==> src/rtl/regfile_wb_arbiter.sv <==
// rtl/regfile_wb_arbiter.sv - round-robin ALU/LSU writeback arbiter with RAW pending scoreboard
// Optional forwarding outputs enabled by REGFILE_WB_BYPASS_EN.
module regfile_wb_arbiter #(
  parameter int NREGS = 32,
  parameter int XLEN  = 32
) (
  input  logic            clk,
  input  logic            reset_n,
  input  logic            alu_valid,
  output logic            alu_ready,
  input  logic [4:0]      alu_rd,
  input  logic [XLEN-1:0] alu_data,
  input  logic            lsu_valid,
  output logic            lsu_ready,
  input  logic [4:0]      lsu_rd,
  input  logic [XLEN-1:0] lsu_data,
  input  logic [2:0]      lsu_pattern,
  input  logic            issue_valid,
  input  logic [4:0]      issue_rd,
  input  logic [4:0]      rs1_addr,
  input  logic [4:0]      rs2_addr,
  output logic            rs1_busy,
  output logic            rs2_busy,
`ifdef REGFILE_WB_BYPASS_EN
  output logic            rs1_fwd_hit,
  output logic            rs2_fwd_hit,
  output logic [XLEN-1:0] rs1_fwd_data,
  output logic [XLEN-1:0] rs2_fwd_data,
`endif
  output logic            rf_wr_enable,
  output logic [4:0]      rf_wr_address,
  output logic [XLEN-1:0] rf_wr_data,
  output logic [2:0]      rf_write_pattern
);

  localparam logic [2:0] PAT_LBU = 3'b100;

  logic             rr_ptr;
  logic             grant_alu;
  logic             grant_lsu;
  logic [NREGS-1:0] pending;
  logic [NREGS-1:0] pending_next;
  logic             rs1_pend;
  logic             rs2_pend;

  // No grants while reset is asserted, so nothing is handshaked away during reset.
  always_comb begin
    grant_alu = reset_n & alu_valid & (~lsu_valid | ~rr_ptr);
    grant_lsu = reset_n & lsu_valid & (~alu_valid |  rr_ptr);
  end

  assign alu_ready = alu_valid & grant_alu;
  assign lsu_ready = lsu_valid & grant_lsu;

  always_ff @(posedge clk) begin
    if (!reset_n) begin
      rr_ptr           <= 1'b0;
      rf_wr_enable     <= 1'b0;
      rf_wr_address    <= '0;
      rf_wr_data       <= '0;
      rf_write_pattern <= '0;
    end else if (grant_alu) begin
      rr_ptr           <= 1'b1;
      rf_wr_enable     <= (alu_rd != 5'd0);
      rf_wr_address    <= alu_rd;
      rf_wr_data       <= alu_data;
      rf_write_pattern <= 3'b000;
    end else if (grant_lsu) begin
      rr_ptr           <= 1'b0;
      rf_wr_enable     <= (lsu_rd != 5'd0);
      rf_wr_address    <= lsu_rd;
      rf_wr_data       <= lsu_data;
      rf_write_pattern <= lsu_pattern;
    end else begin
      rf_wr_enable     <= 1'b0;
    end
  end

  // Clear is applied before set so an issue landing on the commit edge keeps the bit.
  always_comb begin
    pending_next = pending;
    if (rf_wr_enable) pending_next[rf_wr_address] = 1'b0;
    if (issue_valid && issue_rd != 5'd0) pending_next[issue_rd] = 1'b1;
    pending_next[0] = 1'b0;
  end

  always_ff @(posedge clk) begin
    if (!reset_n) pending <= '0;
    else          pending <= pending_next;
  end

  assign rs1_pend = (rs1_addr != 5'd0) & pending[rs1_addr];
  assign rs2_pend = (rs2_addr != 5'd0) & pending[rs2_addr];

`ifdef REGFILE_WB_BYPASS_EN
  logic [XLEN-1:0] fwd_value;

  assign fwd_value = (rf_write_pattern == PAT_LBU) ? {{(XLEN-8){1'b0}}, rf_wr_data[7:0]}
                                                   : rf_wr_data;

  assign rs1_fwd_hit  = rf_wr_enable & (rf_wr_address == rs1_addr) & (rs1_addr != 5'd0);
  assign rs2_fwd_hit  = rf_wr_enable & (rf_wr_address == rs2_addr) & (rs2_addr != 5'd0);
  assign rs1_fwd_data = fwd_value;
  assign rs2_fwd_data = fwd_value;

  // A same-cycle re-issue of the register means a newer write is coming; keep stalling.
  assign rs1_busy = rs1_pend & ~(rs1_fwd_hit & ~(issue_valid & (issue_rd == rs1_addr)));
  assign rs2_busy = rs2_pend & ~(rs2_fwd_hit & ~(issue_valid & (issue_rd == rs2_addr)));
`else
  assign rs1_busy = rs1_pend;
  assign rs2_busy = rs2_pend;
`endif

endmodule

==> config.mk <==
export PLATFORM = sky130hd
export DESIGN_NAME = regfile_wb_arbiter
export DESIGN_NICKNAME = d
export VERILOG_FILES = /design/src/rtl/regfile_wb_arbiter.sv
export SDC_FILE = /design/constraint.sdc
export NUM_CORES = 1
export LEC_CHECK = 0
export ABC_CLOCK_PERIOD_IN_PS = 2800
export CAP_MARGIN = 20
export CORE_MARGIN = 8
export CORE_UTILIZATION = 44
export DETAILED_ROUTE_END_ITERATION = 6
export PLACE_DENSITY = 0.81
export SYNTH_ARGS = -nofsm -noshare
export SYNTH_HDL_FRONTEND = slang
export SYNTH_SLANG_ARGS = --single-unit
==> constraint.sdc <==
create_clock -name clk -period 2.8 [get_ports clk]
set_input_delay 0.56 -clock clk [delete_from_list [all_inputs] [get_ports clk]]
set_output_delay 0.56 -clock clk [all_outputs]
set_load 0.03 [all_outputs]
==> impl.org <==
** STA
- The final critical path takes up 99.0% of the cycle.
- Setup violations remaining at the end of the flow were counted as 0.
- For the final routed database, the setup TNS stands at 0 ns.
- In this run the tightest slew margin relative to its limit is 51.4%.
- Final worst clock skew :: about 0.0097 ns
- The final hold violation count was 0.
- Worst slew pin tran :: 0.729 ns
- Number of pins with negative max-slew slack in the final report :: 0
- Time the final worst path needs with I/O delays and setup :: 2.77 ns
- For this run, the top clock speed supported by timing is 361 MHz.

** Logic synthesis
- Mapped Cells :: 394
- Post-synth EDFFs :: 0
- Number of library cell types mapped by synthesis :: 44
- Summing the areas of all and, or, nand and nor instances in the mapped netlist gives 15.3% of the synthesized area.
- Summing the areas of all xor and xnor instances in the mapped netlist gives 0% of the synthesized area.
- Compound-gate portion of the synthesized area :: 20.2%
- After synthesis, the mean cell area works out to 9.22 um2.
- Synthesis produced a netlist with a net count of 491.
- Most area-hungry cell type in the Yosys netlist :: sky130_fd_sc_hd__dfxtp_1
- Among all flip-flop cells after synthesis, the most frequent one is sky130_fd_sc_hd__dfxtp_1.
- Top post-synthesis cells by area :: sky130_fd_sc_hd__dfxtp_1, sky130_fd_sc_hd__mux2i_1, sky130_fd_sc_hd__a211oi_1
- The cell area that synthesis handed to floorplanning was 0.00363 mm2.
- Of all flip-flops after synthesis, the portion carrying an async set or reset was 0%.
- Dominant combinational cell family by area after synthesis :: compound AO/OA/AOI/OAI gates
- Synth Area in Adders :: 0%
- Yosys printed 0 warnings.
- Flops & latches, synth :: 73
- After synthesis, flip-flops and latches occupy 40.2% of the total area.
- Area share of the largest cell type after synthesis :: between 40% and 50%
- Leading cell types by count after synthesis :: sky130_fd_sc_hd__dfxtp_1, sky130_fd_sc_hd__nor2_1, sky130_fd_sc_hd__nand2_1, sky130_fd_sc_hd__o21ai_0, sky130_fd_sc_hd__mux2i_1
- Share of synthesized area spent on multiplexers :: 20.0%
- Yosys instantiated no cell more often than sky130_fd_sc_hd__dfxtp_1.

** Floorplanning
- Vert. Die Dim :: approximately 110 um
- Once the floorplan was initialized, standard cells occupied 44.9% of the core.
- Placeable Area :: 0.00809 mm2
- The die covers 0.0114 mm2.
- Pin placement for this block handled 142 I/O pins.
- After floorplanning, the core was divided into 33 placement rows.
- In this run the horizontal extent of the chip is 107 um.

** Power and ir drop
- Combinational share of power :: between 20% and 30%
- In this run the static leakage power is between 1.5 and 2 nW.
- Total power per unit cell area :: 465 mW/mm2
- Portion of total power attributed to sequential cells :: a little under half
- VDD IR-drop max :: 0.000278 V
- Clock network fraction of total power :: 30.1%
- Cell internal power was estimated by the tool at between 1.5 and 2 mW.
- Net switching is a little under 30% of the power.
- In this run the power spent charging and discharging nets is 0.733 mW.

** Setup path
- Kind of end point of the critical path :: primary output
- Sum of buffers and inverters on the critical path :: 2
- Worst-case register-to-register setup slack :: approximately 1.2 ns
- For the worst flop-to-flop path, the logic depth is 4.
- Along the worst path, the maximum fanout reaches 3.
- In this run the critical register-to-register path is captured at rf_wr_data[25]$_SDFFE_PN0P_.
- Highest-delay cell along the critical path :: sky130_fd_sc_hd__clkdlybuf4s50_1
- For the worst setup path, the data required time is around 2.2 ns.
- Following the worst setup path forward leads to its endpoint at rs1_busy.
- The worst setup path is of the input port to primary output kind.
- Crit path max-delay family :: compound AO/OA/AOI/OAI gates
- Number of cells on the critical path :: 6
- The largest single stage delay on the critical path is 0.50 ns.
- Data arrives at the worst endpoint at 2.21 ns.
- Reg2reg start :: rr_ptr$_SDFFE_PN0P_
- In this run the worst setup path begins at rs1_addr[3].
- The worst setup path is launched from an input port.
- List of cells traversed by the critical path :: clkdlybuf4s50_1 > and4bb_2 > a311oi_2 > a2111oi_2 > a311o_1 > buf_2

** Global routing
- Global routing consumed, over all layers together, 21.2% of the routing resources.
- The first global-routing pass estimated 19.4 mm of wire.
- The number of global-route vias before repair came to roughly 4000.
- Pin count of the biggest net entering global routing :: 72
- The number of antenna violations at the first check in global routing came to 0.
- Final global-route overflow total :: 0

** CTS
- The number of setup buffers added after CTS is 0.
- CTS tree :: yes
- CTS Hold Buffers Added :: 0
- Clock tree buffer depth :: 2
- Number of H-tree branching levels :: 3
- Clk_lat worst skew :: 0.34 ns
- Inserted Clock Buffers :: 9
- The root buffer cell chosen for the clock tree is sky130_fd_sc_hd__clkbuf_8.
- Clock tree synthesis found a total of 73 sinks.
- Clock-pin slew was measured on the worst setup and hold paths at 0.07 ns.

** Job
- The tool flagged a number of max-cap violations equal to 0.

** Drt
- After detailed routing, the number of vias per cell comes to 5.75.
- Post-route DRC violation count :: 4
- After detailed routing, the average wire length per cell comes to between 15 and 20 um.
- The detailed router finished its first iteration with 190 violations.
- The final route contains 3691 vias.
- Number of search-and-repair iterations in the first detailed-routing pass :: 7
- Final wirelength :: 12.2 mm
- In this run the remaining antenna-violating nets after routing total 0.

** Outcome
- The run finished, with violations left.
- Failing checks :: DRC

** Place
- Port Buffers :: 141
- Final RePlAce weighted congestion :: 0.879
- Post-detail-place hpwl :: 9.04 mm
- After detailed placement, the design holds a cell count of 626.

** Final layout
- NumNets Final :: 629
- Layout-stage area growth over the synthesis result :: 48.0%
- Share of the core filled with cells in the final layout :: between 60 and 70%
- Final cell count without fillers :: 642
- Number of filler instances in the final layout :: 670
- Ant. Diodes :: 0
- In the final layout, the share of cells above drive strength 1 is 11.2%.

** Hold path
- HP Class :: flop to flop
==> area by class of cell <==
class | count | area [um2] | share of cell area [%]
clock inverters | 5 | 30.0 | 0.559
multi-input cells | 287 | 2040 | 37.9
repair buffers | 158 | 1550 | 28.9
inverters | 3 | 11.3 | 0.209
well taps | 105 | 131 | 2.44
flip-flops and latches | 73 | 1460 | 27.2
clock buffers | 11 | 151 | 2.82
==> placed cells by master, fill, tap and decap left out, types with 3 or more instances in the layout <==
cell type	n
sky130_fd_sc_hd__dlygate4sd2_1	4
sky130_fd_sc_hd__and3b_1	3
sky130_fd_sc_hd__buf_4	16
sky130_fd_sc_hd__mux2_2	5
sky130_fd_sc_hd__o21ai_0	34
sky130_fd_sc_hd__nand2_1	41
sky130_fd_sc_hd__clkdlybuf4s50_1	131
sky130_fd_sc_hd__clkbuf_8	11
sky130_fd_sc_hd__a21oi_1	32
sky130_fd_sc_hd__a222oi_1	8
sky130_fd_sc_hd__mux2i_1	33
sky130_fd_sc_hd__a211oi_1	27
sky130_fd_sc_hd__clkinv_2	3
sky130_fd_sc_hd__nor3b_1	6
sky130_fd_sc_hd__mux4_2	8
sky130_fd_sc_hd__nor2_1	48
sky130_fd_sc_hd__mux4_1	6
sky130_fd_sc_hd__nand3b_1	5
sky130_fd_sc_hd__dfxtp_1	73
==> what timing repair did <==
action / CTS / global route
gates cloned: 0 / 0
pin swaps: 3 / 1
resized for setup: 20 / 9
setup endpoints to repair: 2 / 2
==> per-stage QoR <==
step	worst slack [ns]	power, mW	cell area, um2	hold slack [ns]
after global routing	-0.0267	2.61	5380	0.526
final	0.0292	2.50	5380	0.505
after detailed placement	-0.810	1.77	5180	0.489
after global placement	-0.764	1.75	5180	0.475
after floorplan	0.293	1.45	3630	0.459
after CTS	-0.108	2.52	5370	0.499
==> registers in the layout (all words and copies together) (netlist names) <==
| name | count |
|---|---|
| rf_wr_address | 5 |
| rf_wr_data | 32 |
| rf_wr_enable | 1 |
| pending | 31 |
| rf_write_pattern | 3 |
| rr_ptr | 1 |
==> logic make-up (layout without fill, tap and decap cells) <==
group	after synthesis	in the layout
buf+inv	34	177
mux	52	52
simple gates	119	119
flops	73	73
compound gates	116	116
==> how the worst min path moves through the flow <==
stage,slack (ns),to,from,depth (start not counted)
after floorplan,0.46,pending[30]$_SDFF_PN0_,pending[30]$_SDFF_PN0_,2
after global routing,0.53,pending[25]$_SDFF_PN0_,pending[25]$_SDFF_PN0_,2
after detailed placement,0.49,pending[27]$_SDFF_PN0_,pending[27]$_SDFF_PN0_,2
after CTS,0.50,pending[27]$_SDFF_PN0_,pending[27]$_SDFF_PN0_,2
after global placement,0.47,rf_wr_data[1]$_SDFFE_PN0P_,rf_wr_data[1]$_SDFFE_PN0P_,2
final,0.50,pending[2]$_SDFF_PN0_,pending[2]$_SDFF_PN0_,2
==> power by group through the flow <==
stage                     Clock (mW)  Sequential (mW)  Combinational [mW]
after floorplan                    0             1.24               0.215
after global placement             0             1.16               0.598
after detailed placement           0             1.16               0.608
after CTS                      0.772             1.13               0.610
after global routing           0.817             1.14               0.653
final                          0.753             1.14               0.611
==> routing by layer <==
metal | global-route usage (%) | wire [um]
met4 | 11.1 | 410
met3 | 11.6 | 1530
met1 | 22.7 | 4600
met5 | 0 | 0
met2 | 32.9 | 5650
==> worst reg2reg max path, delay by kind of cell (launching register included) <==
family	cells	cell delay, ns
flops	1	0.41
compound gates	2	0.50
buf+inv	1	0.27
mux	1	0.25
(Power assumes the default switching activity.)
